<file path="config.mk">
export PLATFORM = sky130hd
export DESIGN_NAME = receptor_display
export DESIGN_NICKNAME = d
export VERILOG_FILES = /design/src/rtl/display_pkg.sv /design/src/rtl/spi_byte_rx.sv /design/src/rtl/receptor_display.sv
export SDC_FILE = /design/constraint.sdc
export NUM_CORES = 1
export LEC_CHECK = 0
export BUFFER_PORTS_ARGS = -buffer_cell sky130_fd_sc_hd__buf_2
export CAP_MARGIN = 20
export CORE_ASPECT_RATIO = 0.5
export CORE_MARGIN = 4
export CORE_UTILIZATION = 40
export CTS_CLUSTER_SIZE = 14
export DETAILED_ROUTE_END_ITERATION = 8
export PLACE_DENSITY = 0.57
export SLEW_MARGIN = 15
export SYNTH_ARGS = -nofsm -noshare
export SYNTH_HDL_FRONTEND = slang
export SYNTH_HIERARCHICAL = 1
export SYNTH_SLANG_ARGS = --single-unit
</file>
<file path="constraint.sdc">
create_clock -name clk -period 2.1 [get_ports clk]
set_input_delay 0.105 -clock clk [delete_from_list [all_inputs] [get_ports clk]]
set_output_delay 0.105 -clock clk [all_outputs]
set_load 0.02 [all_outputs]
</file>
<file path="src/rtl/display_pkg.sv">
// Shared definitions for the SSD1306-style display link: command codes, framebuffer
// geometry and the command-decoder state encoding.
package display_pkg;

    localparam int unsigned COLS     = 128;
    localparam int unsigned PAGES    = 8;
    localparam int unsigned FB_BYTES = 1024;

    localparam logic [7:0] CMD_COL_ADDR  = 8'h21;
    localparam logic [7:0] CMD_PAGE_ADDR = 8'h22;
    localparam logic [7:0] CMD_DISP_OFF  = 8'hAE;
    localparam logic [7:0] CMD_DISP_ON   = 8'hAF;

    typedef enum logic [2:0] {
        StIdle,
        StColStart,
        StColEnd,
        StPgStart,
        StPgEnd
    } cmd_state_e;

endpackage

</file>
<file path="src/rtl/spi_byte_rx.sv">
// SPI byte receiver: synchronizes the link inputs into the clk domain, detects sclk rises
// and reassembles MSB-first bytes together with the dc flag seen on the last bit.
module spi_byte_rx #(
    parameter int unsigned SYNC_STAGES = 2
) (
    input  logic       clk,
    input  logic       rst,
    input  logic       io_sclk,
    input  logic       io_sdin,
    input  logic       io_cs,
    input  logic       io_dc,
    input  logic       io_reset,
    output logic       soft_rst,
    output logic       byte_valid,
    output logic [7:0] byte_data,
    output logic       byte_dc
);

    // The display-reset synchronizer is cleared only by rst so it can release soft_rst.
    logic [SYNC_STAGES-1:0] rsync_q, rsync_d;
    logic [3:0]             sync_q [SYNC_STAGES];
    logic [3:0]             sync_d [SYNC_STAGES];
    logic [3:0]             sync_s;  // {dc, cs, sdin, sclk}

    logic       sclk_prev_q, sclk_prev_d;
    logic       cs_prev_q, cs_prev_d;
    logic       rise_q, rise_d;
    logic       sdin_q, sdin_d;
    logic       dc_q, dc_d;
    logic       cs_hi_q, cs_hi_d;
    logic [7:0] shreg_q, shreg_d;
    logic [2:0] bitcnt_q, bitcnt_d;
    logic       byte_valid_q, byte_valid_d;
    logic [7:0] byte_data_q, byte_data_d;
    logic       byte_dc_q, byte_dc_d;

    assign soft_rst   = rst | ~rsync_q[SYNC_STAGES-1];
    assign sync_s     = sync_q[SYNC_STAGES-1];
    assign byte_valid = byte_valid_q;
    assign byte_data  = byte_data_q;
    assign byte_dc    = byte_dc_q;

    always_comb begin
        rsync_d   = {rsync_q[SYNC_STAGES-2:0], io_reset};
        sync_d[0] = {io_dc, io_cs, io_sdin, io_sclk};
        for (int i = 1; i < SYNC_STAGES; i++) begin
            sync_d[i] = sync_q[i-1];
        end

        sclk_prev_d = sync_s[0];
        cs_prev_d   = sync_s[2];
        // Qualify with the previous cs so a cs rise coinciding with the 8th edge still counts.
        rise_d      = sync_s[0] & ~sclk_prev_q & ~cs_prev_q;
        sdin_d      = sync_s[1];
        dc_d        = sync_s[3];
        cs_hi_d     = sync_s[2];

        shreg_d      = shreg_q;
        bitcnt_d     = bitcnt_q;
        byte_valid_d = 1'b0;
        byte_data_d  = byte_data_q;
        byte_dc_d    = byte_dc_q;
        if (rise_q) begin
            shreg_d = {shreg_q[6:0], sdin_q};
            if (bitcnt_q == 3'd7) begin
                byte_valid_d = 1'b1;
                byte_data_d  = {shreg_q[6:0], sdin_q};
                byte_dc_d    = dc_q;
                bitcnt_d     = 3'd0;
            end else begin
                bitcnt_d = bitcnt_q + 3'd1;
            end
        end else if (cs_hi_q) begin
            bitcnt_d = 3'd0;
        end
    end

    always_ff @(posedge clk) begin
        if (rst) begin
            rsync_q <= '1;
        end else begin
            rsync_q <= rsync_d;
        end
    end

    always_ff @(posedge clk) begin
        if (soft_rst) begin
            for (int i = 0; i < SYNC_STAGES; i++) begin
                sync_q[i] <= 4'b0100;
            end
            sclk_prev_q  <= 1'b0;
            cs_prev_q    <= 1'b1;
            rise_q       <= 1'b0;
            sdin_q       <= 1'b0;
            dc_q         <= 1'b0;
            cs_hi_q      <= 1'b1;
            shreg_q      <= 8'h00;
            bitcnt_q     <= 3'd0;
            byte_valid_q <= 1'b0;
            byte_data_q  <= 8'h00;
            byte_dc_q    <= 1'b0;
        end else begin
            for (int i = 0; i < SYNC_STAGES; i++) begin
                sync_q[i] <= sync_d[i];
            end
            sclk_prev_q  <= sclk_prev_d;
            cs_prev_q    <= cs_prev_d;
            rise_q       <= rise_d;
            sdin_q       <= sdin_d;
            dc_q         <= dc_d;
            cs_hi_q      <= cs_hi_d;
            shreg_q      <= shreg_d;
            bitcnt_q     <= bitcnt_d;
            byte_valid_q <= byte_valid_d;
            byte_data_q  <= byte_data_d;
            byte_dc_q    <= byte_dc_d;
        end
    end

endmodule

</file>
<file path="src/rtl/receptor_display.sv">
// Display-side receiver: decodes the command subset and turns data bytes into framebuffer
// writes using horizontal addressing inside the current column/page window.
module receptor_display #(
    parameter int unsigned SYNC_STAGES = 2,
    parameter int unsigned COLS        = 128,
    parameter int unsigned PAGES       = 8
) (
    input  logic                                  clk,
    input  logic                                  rst,
    input  logic                                  io_sclk,
    input  logic                                  io_sdin,
    input  logic                                  io_cs,
    input  logic                                  io_dc,
    input  logic                                  io_reset,
    output logic                                  wr_en,
    output logic [$clog2(COLS)+$clog2(PAGES)-1:0] wr_addr,
    output logic [7:0]                            wr_data,
    output logic                                  cmd_valid,
    output logic [7:0]                            cmd_byte,
    output logic                                  display_on,
    output logic                                  frame_done,
    output logic [$clog2(COLS*PAGES)-1:0]         byte_count
);

    import display_pkg::*;

    localparam int unsigned ColW  = $clog2(COLS);
    localparam int unsigned PageW = $clog2(PAGES);
    localparam int unsigned CntW  = $clog2(COLS * PAGES);

    logic       soft_rst;
    logic       byte_valid;
    logic [7:0] byte_data;
    logic       byte_dc;

    spi_byte_rx #(
        .SYNC_STAGES(SYNC_STAGES)
    ) u_rx (
        .clk       (clk),
        .rst       (rst),
        .io_sclk   (io_sclk),
        .io_sdin   (io_sdin),
        .io_cs     (io_cs),
        .io_dc     (io_dc),
        .io_reset  (io_reset),
        .soft_rst  (soft_rst),
        .byte_valid(byte_valid),
        .byte_data (byte_data),
        .byte_dc   (byte_dc)
    );

    cmd_state_e             state_q, state_d;
    logic [ColW-1:0]        col_start_q, col_start_d, col_end_q, col_end_d, col_q, col_d;
    logic [PageW-1:0]       page_start_q, page_start_d, page_end_q, page_end_d, page_q, page_d;
    logic                   display_on_q, display_on_d;
    logic                   wr_en_q, wr_en_d;
    logic [ColW+PageW-1:0]  wr_addr_q, wr_addr_d;
    logic [7:0]             wr_data_q, wr_data_d;
    logic                   cmd_valid_q, cmd_valid_d;
    logic [7:0]             cmd_byte_q, cmd_byte_d;
    logic                   frame_done_q, frame_done_d;
    logic [CntW-1:0]        byte_count_q, byte_count_d;
    logic                   frame_pend_q, frame_pend_d;

    assign wr_en      = wr_en_q;
    assign wr_addr    = wr_addr_q;
    assign wr_data    = wr_data_q;
    assign cmd_valid  = cmd_valid_q;
    assign cmd_byte   = cmd_byte_q;
    assign display_on = display_on_q;
    assign frame_done = frame_done_q;
    assign byte_count = byte_count_q;

    always_comb begin
        state_d      = state_q;
        col_start_d  = col_start_q;
        col_end_d    = col_end_q;
        page_start_d = page_start_q;
        page_end_d   = page_end_q;
        col_d        = col_q;
        page_d       = page_q;
        display_on_d = display_on_q;
        wr_en_d      = 1'b0;
        wr_addr_d    = wr_addr_q;
        wr_data_d    = wr_data_q;
        cmd_valid_d  = 1'b0;
        cmd_byte_d   = cmd_byte_q;
        frame_done_d = 1'b0;
        byte_count_d = byte_count_q;
        frame_pend_d = frame_pend_q;

        if (byte_valid && byte_dc) begin
            wr_en_d      = 1'b1;
            wr_addr_d    = {page_q, col_q};
            wr_data_d    = byte_data;
            byte_count_d = frame_pend_q ? CntW'(1) : byte_count_q + 1'b1;
            frame_done_d = (col_q == col_end_q) && (page_q == page_end_q);
            frame_pend_d = frame_done_d;
            // Fixed-width increments wrap naturally when start > end.
            if (col_q != col_end_q) begin
                col_d = col_q + 1'b1;
            end else begin
                col_d  = col_start_q;
                page_d = (page_q == page_end_q) ? page_start_q : page_q + 1'b1;
            end
        end else if (byte_valid) begin
            cmd_valid_d = 1'b1;
            cmd_byte_d  = byte_data;
            unique case (state_q)
                StIdle: begin
                    if (byte_data == CMD_COL_ADDR) begin
                        state_d = StColStart;
                    end else if (byte_data == CMD_PAGE_ADDR) begin
                        state_d = StPgStart;
                    end else if (byte_data == CMD_DISP_OFF) begin
                        display_on_d = 1'b0;
                    end else if (byte_data == CMD_DISP_ON) begin
                        display_on_d = 1'b1;
                    end
                end
                StColStart: begin
                    col_start_d = byte_data[ColW-1:0];
                    col_d       = byte_data[ColW-1:0];
                    state_d     = StColEnd;
                end
                StColEnd: begin
                    col_end_d = byte_data[ColW-1:0];
                    state_d   = StIdle;
                end
                StPgStart: begin
                    page_start_d = byte_data[PageW-1:0];
                    page_d       = byte_data[PageW-1:0];
                    state_d      = StPgEnd;
                end
                StPgEnd: begin
                    page_end_d = byte_data[PageW-1:0];
                    state_d    = StIdle;
                end
                default: state_d = StIdle;
            endcase
        end
    end

    always_ff @(posedge clk) begin
        if (soft_rst) begin
            state_q      <= StIdle;
            col_start_q  <= '0;
            col_end_q    <= '1;
            page_start_q <= '0;
            page_end_q   <= '1;
            col_q        <= '0;
            page_q       <= '0;
            display_on_q <= 1'b0;
            wr_en_q      <= 1'b0;
            wr_addr_q    <= '0;
            wr_data_q    <= 8'h00;
            cmd_valid_q  <= 1'b0;
            cmd_byte_q   <= 8'h00;
            frame_done_q <= 1'b0;
            byte_count_q <= '0;
            frame_pend_q <= 1'b0;
        end else begin
            state_q      <= state_d;
            col_start_q  <= col_start_d;
            col_end_q    <= col_end_d;
            page_start_q <= page_start_d;
            page_end_q   <= page_end_d;
            col_q        <= col_d;
            page_q       <= page_d;
            display_on_q <= display_on_d;
            wr_en_q      <= wr_en_d;
            wr_addr_q    <= wr_addr_d;
            wr_data_q    <= wr_data_d;
            cmd_valid_q  <= cmd_valid_d;
            cmd_byte_q   <= cmd_byte_d;
            frame_done_q <= frame_done_d;
            byte_count_q <= byte_count_d;
            frame_pend_q <= frame_pend_d;
        end
    end

endmodule

</file>
# Word-level counts from Yosys, hierarchy flattened
# Memory sizes are Yosys's and may differ from the RTL's.
# Cells that the tools add are included.
[word_totals]
regBits = 101
latchBits = 0
mem_bits_rw = 8
rom_bits = 0
in_bits = 7
output_inout_bits = 40
mem_count = 1
[memory_table]
columns = ["name", "words", "width", "read_ports", "rd_clocked_by_memory_dff", "write_ports", "line", "rtl"]
rows = [
  ["u_rx.sync_q", 2, 4, 2, 0, 2, "spi_byte_rx.sv:21", "logic [3:0] sync_q [SYNC_STAGES];"],
]
[op_classes]
addsub = 4
multipliers = 0
div = 0
order_cmp = 0
eq_ne = 14
shifts = 0
n_mux = 26
n_bitwise = 12
n_reduce_logical = 21
[ops]
columns = ["cell", "n"]
rows = [
  ["two-way mux 3 bit", 10],
  ["two-way mux 7 bit", 4],
  ["AND reduction 3 bit", 6],
  ["== test 8 x 6 -> 1 bit (second input constant)", 2],
  ["== test 8 bit (second input constant)", 2],
  ["adder 10 x 1 -> 10 bit (second input constant)", 1],
  ["two-way mux 10 bit", 1],
  ["nonzero test 2 bit", 5],
  ["case mux 3 bit (3 select lines)", 1],
  ["two-way mux 1 bit", 8],
  ["two-way mux 4 bit", 2],
  ["adder 7 x 1 -> 7 bit (second input constant)", 1],
  ["== test 7 bit", 1],
  ["inequality test 7 bit", 1],
  ["inverter 1 bit", 7],
  ["adder 3 x 1 -> 3 bit (second input constant)", 2],
  ["== test 3 x 2 -> 1 bit (second input constant)", 2],
  ["== test 3 bit (second input constant)", 2],
  ["AND reduction 2 bit", 3],
  ["AND reduction 6 bit", 1],
  ["OR reduction 2 bit", 3],
  ["== test 3 x 1 -> 1 bit (second input constant)", 1],
  ["== test 3 bit", 1],
  ["logical NOT 3 bit", 1],
  ["5 further kinds", 9],
]

# Logic depth before layout (Yosys ltp)
# Gate-level depths: netlist of the first run.
[depth]
ltp_word = 5
ltp_mapped = 7
ltp_nobuf = 5

# Cells and area by module
# The synthesis of the first run kept the hierarchy.
[by_module_without_submodules]
columns = ["mod", "instances", "cells_per_inst", "area_per_inst_um2", "seq_area_each_um2"]
rows = [
  ["receptor_display", 1, 377, 3215.6, 1481.4],
  ["spi_byte_rx", 1, 113, 1219.9, 700.7],
]

# Worst setup path before layout of the first run
# Ideal clock, no wire load.
[synth_timing]
path_kind = "register to register"
startpoint = "register col_q[5]"
endpoint = "register col_q[6]"
t_arrival_ns = 1.505
t_required_ns = 1.985
path_slack_ns = 0.480
path_stages_with_launch = 6
path_buffers = 0
synth_period_minus_slack_ns = 1.620
path_cell_list = "dfxtp_1 -> xor2_1 -> nor4_4 -> nand2_4 -> mux2i_1 -> a2111oi_0"
[synth_between]
elab_chain_len = 3
[synth_rtl]
columns = ["item", "line", "rtl"]
rows = [
  ["start, declared", "receptor_display.sv:53", "logic [ColW-1:0] col_start_q, col_start_d, col_end_q, col_end_d, col_q, col_d;"],
  ["start signal, assigned", "receptor_display.sv:168", "col_q <= col_d;"],
  ["adder 7 x 1 -> 7 bit / inequality test 7 bit (equally long branches)", "receptor_display.sv:101, receptor_display.sv:100", ""],
  ["two-way mux 7 bit *", "receptor_display.sv:100", "if (col_q != col_end_q) begin"],
  ["two-way mux 7 bit *", "receptor_display.sv:92", "if (byte_valid && byte_dc) begin"],
]
# Mark *: on every way between the ends. The rest lies on a longest branch, timed or not.
# A chain may end at the register's enable or synchronous reset.

# Final worst setup path of the first run
# Same ends and word-level chain as after synthesis.

==> impl_metrics.ini, run 1 <==
[sta]
setup_viol = 0
final-hold-violation-count = 0
rsz0062_at_grt = no
skew_ns = 0.007951
fin_setup_tns_ns = 0
maxSlewViolCount = 0
relSlewSlack_pct = 53.61
min_period_ns = 1.825
finalCritPeriodShare_pct = 86.92
tightest_slew_ns = 0.6941
timing.fmax_mhz = 547.9
setup_ws_ns = 0.2747

[placed_design]
port_buffers = 46
place_ws_ns = 0.2822
dp_cells = 661
dp_hpwl_mm = 6.769
gp_congestion = 0.8266
place_area_mm2 = 0.004825

[critical_path]
r2r_cells = 5
r2r-end = col_q[6]$_SDFFE_PP0P_
regToRegSetupSlack_ns = 0.27
required_ns = 2.34
cp_cell_sequence = xor2_1, nor4_4, nand2_4, mux2i_1, a2111oi_0
cp-end-kind = flip-flop
worst-setup-path-type = flip-flop to flip-flop
reg2reg_from = col_q[5]$_SDFFE_PP0P_
cp_data_arrival_time_ns = 2.06
crit_fanout = 8
crit_slowest_cell = nor4_4
cpPeakStageDelay_ns = 0.44
critPathLaunchType = flip-flop

[global_routing]
global_route.usage.total_pct = 15.78
grt_max_degree = 42
globalRouteMet2Util_pct = 23.80
grt_pass1_vias = 3048
grt_pass1_wl_mm = 16.10
busiest_layer = met2
antenna_found_initial = 0
gr-total-overflow = 0
grtUsageMet3_pct = 4.581
gr-usage-met1_pct = 22.78

[floorplanning]
io_pins = 47
die_w_um = 156.9
start_util_pct = 42.21
dieArea_mm2 = 0.01294
core_area_mm2 = 0.01051
fp-row-count = 26
die_h_um = 82.46

[logic_synthesis]
yosysUniqueCellTypes = 53
synth_top_family_by_area = simple AND/OR/NAND/NOR gates
synthMuxAreaShare_pct = 6.234
synth_fa_ha_area_share_pct = 1.410
synth-seq-cells = 109
synth-compound-area-share_pct = 12.86
synthSimpleGateAreaFrac_pct = 22.17
synthFlopType = dfxtp_1
avgSynthCellArea_um2 = 9.052
synth_async_sr_flop_share_pct = 0
synth-xor-area-share_pct = 4.542
synth-edff-count = 0
syn_nets = 502
syn_inst = 490
synth_warnings = 6
syn_area_mm2 = 0.004436
ys_seq_area_share_pct = 49.20

[cts]
h-tree-depth = 3
root_buffer = clkbuf_16
clkSinkCount = 109
cts.clk_slew.worst_paths_ns = 0.07
cts_tree = done
clock_path_buffers = 2
insertion_delay_ns = 0.35
cts_buffers = 9

[pwr]
power.density_mw_per_mm2 = 747.8
ir_worst_vdd_v = 0.0003821
power.static_leakage_nw = 2.080

[layout]
fin_util_pct = 49.51
nets = 551
drive_gt1_share_pct = 18.75
stdcell_area_mm2 = 0.005202
final-instance-count-excl-fill = 684
area_growth_pct = 17.29
n_fill_cell = 1039
num_antenna_cells = 0
final_common_cell = dfxtp_1
mostFrequentLayoutCells = 109 x dfxtp_1, 81 x nand2_1, 53 x a21oi_1, 46 x buf_2, 38 x nor2_1

[detailed_routing]
drt_iter0_drc = 196
drc = 0
drtAntennaViolNets = 0
routedWlPerCell_um = 14.42
first_pass_iters = 4
routed_wl_mm = 9.866
avgViaCountPerCell = 4.994
vias = 3416

[min_path]
hold_end = u_rx/rise_q$_SDFF_PP0_
hold_path_class = flip-flop to flip-flop
holdPathStages = 1
hold_start = u_rx/sclk_prev_q$_SDFF_PP0_

[job]
maxCapViolCount = 0

[outcome]
status = finished, final reports clean
==> synthesized netlist by cell type, types with 2 or more instances <==
| master | n | area [µm²] |
|---|---|---|
| dfxtp_1 | 109 | 2182 |
| nand2_1 | 81 | 304.0 |
| a21oi_1 | 53 | 265.3 |
| nor2_1 | 38 | 142.6 |
| mux2i_1 | 25 | 250.2 |
| nand3_1 | 24 | 120.1 |
| clkbuf_1 | 17 | 63.81 |
| xor2_1 | 15 | 131.4 |
| nand2b_1 | 14 | 87.58 |
| and2_1 | 10 | 62.56 |
| buf_2 | 10 | 50.05 |
| a21bo_2 | 9 | 90.09 |
| xnor2_1 | 8 | 70.07 |
| o21ai_0 | 7 | 35.03 |
| ha_1 | 5 | 62.56 |
| nand4_1 | 5 | 31.28 |
| inv_1 | 4 | 15.01 |
| o211ai_1 | 4 | 30.03 |
| or3b_1 | 4 | 35.03 |
| a311oi_1 | 3 | 26.28 |
| and3_1 | 3 | 18.77 |
| buf_1 | 3 | 11.26 |
| or3_1 | 3 | 18.77 |
| a211oi_1 | 2 | 15.01 |
| a31oi_1 | 2 | 12.51 |
| nor3b_1 | 2 | 15.01 |
| nor4_1 | 2 | 12.51 |
| o221ai_1 | 2 | 17.52 |
| or2_2 | 2 | 12.51 |
==> timing repair <==
action,CTS,global route
gates resized for setup,0,0
hold buffers,7,0
endpoints found under the hold margin,6,0
buffers inserted,0,0
==> stage by stage <==
stage | total power, mW | hold slack, ns
floorplan | 2.172 | 0.2065
global placement | 2.195 | 0.2859
detailed placement | 2.195 | 0.2905
CTS | 3.935 | 0.3992
global route | 4.041 | 0.4066
finish | 3.890 | 0.3973
==> cells by family after synthesis <==
kind of cell	Yosys count
XOR/XNOR	23
buffers and inverters	36
AO/OA/AOI/OAI	90
adder cells (fa/ha/maj)	5
flip-flops	109
AND/OR/NAND/NOR	200
multiplexers	27
==> area by class of cell <==
class                      count  area, µm²  share of cell area, %
clock inverter                 6      68.82                  1.323
timing repair buffer          70      427.9                  8.225
tap                          140      175.2                  3.367
sequential                   109       2182                  41.94
multi-input combinational    345       2095                  40.26
inverter                       4      15.01                 0.2886
clock buffer                  10      239.0                  4.594
==> state kept, by name, summed over array words and instances, names as in the netlist, 7 cells and up <==
signal	flops
byte_count	10
cmd_byte	8
col_end_q	7
col_q	7
col_start_q	7
u_rx/byte_data	8
u_rx/shreg_q	7
u_rx/sync_q	8
wr_addr	10
wr_data	8
==> routing by layer <==
metal | share of wire [%] | vias to the layer above
met1 | 52 | 1581
li1 | - | 1765
met4 | 0.39 | 0
met5 | 0 | -
met3 | 5.6 | 4
met2 | 42 | 66
==> worst max-delay path: cells and delay by family, from the launching register on <==
family	cells	cell delay [ns]
XOR/XNOR	1	0.20
AND/OR/NAND/NOR	2	0.62
AO/OA/AOI/OAI	1	0.37
flip-flops	1	0.36
multiplexers	1	0.15
==> worst max-delay path by stage <==
stage                                startpoint                    end  slack (ns)  cells past startpoint
after detailed placement  col_q[5]$_SDFFE_PP0P_  col_q[6]$_SDFFE_PP0P_        0.28                      5
after CTS                 col_q[5]$_SDFFE_PP0P_  col_q[6]$_SDFFE_PP0P_        0.27                      5
final                     col_q[5]$_SDFFE_PP0P_  col_q[6]$_SDFFE_PP0P_        0.27                      5
after global routing      col_q[3]$_SDFFE_PP0P_  col_q[6]$_SDFFE_PP0P_        0.02                      5
after global placement    col_q[5]$_SDFFE_PP0P_  col_q[6]$_SDFFE_PP0P_        0.33                      5
after floorplan           col_q[5]$_SDFFE_PP0P_  col_q[6]$_SDFFE_PP0P_        0.48                      5
==> report_power, final <==
| group | switching [mW] | total, mW | internal, mW |
|---|---|---|---|
| Sequential | 0.00251 | 2.08 | 2.08 |
| Clock | 0.769 | 1.74 | 0.966 |
| Combinational | 0.0476 | 0.0764 | 0.0287 |
(Power assumes the default switching activity.)
==> inputs of run 2 (changes only) <==
Settings changed: CTS_BUF_LIST from default to sky130_fd_sc_hd__clkbuf_8.
==> impl_metrics.ini, run 2 (synthesis gave the netlist of run 1 again) <==
[placed_design]
place_area_mm2 = 0.004825
dp_hpwl_mm = 6.769
port_buffers = 46
gp_congestion = 0.8266

[cts]
cts_setup_buffers = 0
hold_buffers = 7
clkSinkCount = 109
clock_path_buffers = 2
cts.clk_slew.worst_paths_ns = 0.10
root_buffer = clkbuf_8
h-tree-depth = 3
insertion_delay_ns = 0.37
cts_buffers = 9
cts_tree = done
cts.repair.resized = 0

[sta]
setup_viol = 0
rsz0062_at_grt = no
final-hold-violation-count = 0
min_period_ns = 1.832
tightest_slew_ns = 0.7073
finalCritPeriodShare_pct = 87.24
skew_ns = 0.01441
fin_setup_tns_ns = 0
maxSlewViolCount = 0
relSlewSlack_pct = 52.73
timing.fmax_mhz = 545.9

[pwr]
seqPwrFrac_pct = 59.9
ir_worst_vdd_v = 0.0003299
finalPower_mw = 3.473
p_sw_share_pct = 22.32
clockPowerShare_pct = 37.9
power.static_leakage_nw = 2.034
p_switching_mw = 0.7752
intPower_mw = 2.698
power.density_mw_per_mm2 = 680.9
p_comb_share_pct = 2.2

[floorplanning]
start_util_pct = 42.21
dieArea_mm2 = 0.01294
die_h_um = 82.46
die_w_um = 156.9
fp-row-count = 26
io_pins = 47
core_area_mm2 = 0.01051

[detailed_routing]
drc = 0
routedWlPerCell_um = 14.50
drt_iter0_drc = 207
vias = 3424
drtAntennaViolNets = 0
first_pass_iters = 6
routed_wl_mm = 9.919
avgViaCountPerCell = 5.006

[global_routing]
grt_pass1_wl_mm = 16.12
global_route.usage.total_pct = 15.80
grt_pass1_vias = 3066
grt_max_degree = 42
gr-total-overflow = 0
antenna_found_initial = 0

[critical_path]
reg2reg_from = col_q[5]$_SDFFE_PP0P_
cp-end-kind = flip-flop
r2r_cells = 5
endpoint = col_q[6]$_SDFFE_PP0P_
cp_data_arrival_time_ns = 2.10
worst-setup-path-type = flip-flop to flip-flop
r2r-end = col_q[6]$_SDFFE_PP0P_
cp_num_buf_inv = 0
crit_fanout = 8
required_ns = 2.36
regToRegSetupSlack_ns = 0.27
crit_slowest_cell = nor4_4
crit_family = simple AND/OR/NAND/NOR gates
critical_path.startpoint = col_q[5]$_SDFFE_PP0P_
cpPeakStageDelay_ns = 0.45
cp_cell_sequence = xor2_1, nor4_4, nand2_4, mux2i_1, a2111oi_0
worst-path-stages = 5
critPathLaunchType = flip-flop

[layout]
num_antenna_cells = 0
ff_latch_area_mm2 = 0.002182
area_growth_pct = 15.01
fin_util_pct = 48.55
n_fill_cell = 1054
nets = 551
stdcell_area_mm2 = 0.005101
final_common_cell = dfxtp_1
mostFrequentLayoutCells = 109 x dfxtp_1, 81 x nand2_1, 53 x a21oi_1, 46 x buf_2, 38 x nor2_1
multiInputGateArea_mm2 = 0.002095
drive_gt1_share_pct = 18.75

[outcome]
status = finished, final reports clean

[job]
maxCapViolCount = 0

[min_path]
hold_path_class = flip-flop to flip-flop
-- run 2: how the worst min path moves through the flow --
stage                                start                           end  cells past startpoint
6_report       u_rx/sclk_prev_q$_SDFF_PP0_        u_rx/rise_q$_SDFF_PP0_                      1
5_1_grt        u_rx/sclk_prev_q$_SDFF_PP0_        u_rx/rise_q$_SDFF_PP0_                      1
4_1_cts        u_rx/sclk_prev_q$_SDFF_PP0_        u_rx/rise_q$_SDFF_PP0_                      1
3_5_place_dp                         io_cs  u_rx/sync_q[0][2]$_SDFF_PP1_                      2
3_3_place_gp                         io_cs  u_rx/sync_q[0][2]$_SDFF_PP1_                      2
2_1_floorplan                        io_cs  u_rx/sync_q[0][2]$_SDFF_PP1_                      1
-- run 2: area by class of cell --
class | instances | area share [%]
repair buffers | 70 | 8.389
well taps | 140 | 3.434
clock inverters | 6 | 1.349
flip-flops and latches | 109 | 42.78
inverters | 4 | 0.2943
multi-input cells | 345 | 41.06
clock buffers | 10 | 2.698
-- run 2: worst reg2reg max path, cell delays in order, from the launching register on --
cell and delay, ns:
dfxtp_1 0.37, xor2_1 0.20, nor4_4 0.45, nand2_4 0.18, mux2i_1 0.15, a2111oi_0 0.37
-- run 2: power by group through the flow --
stage | Sequential, mW | Combinational, mW | Clock (mW)
3_5_place_dp | 2.13 | 0.0675 | 0
6_report | 2.08 | 0.0765 | 1.32
5_1_grt | 2.08 | 0.0854 | 1.45
3_3_place_gp | 2.13 | 0.0678 | 0
4_1_cts | 2.08 | 0.0774 | 1.36
2_1_floorplan | 2.13 | 0.0459 | 0
-- run 2: through the flow --
step / setup WS (ns) / instances / hold WS [ns]
floorplan: 0.4804 / 490 / 0.2065
global placement: 0.3347 / 661 / 0.2859
detailed placement: 0.2822 / 661 / 0.2905
CTS: 0.2583 / 684 / 0.4043
global route: 0.006969 / 684 / 0.4126
finish: 0.2681 / 684 / 0.4016
-- run 2: metal layers --
layer	share of wire, %	GRT usage [%]	vias to the layer above
met1	51	22.80	1585
met5	0	0	-
li1	-	-	1762
met2	42	23.85	71
met3	6.1	4.269	6
met4	0.54	3.117	0
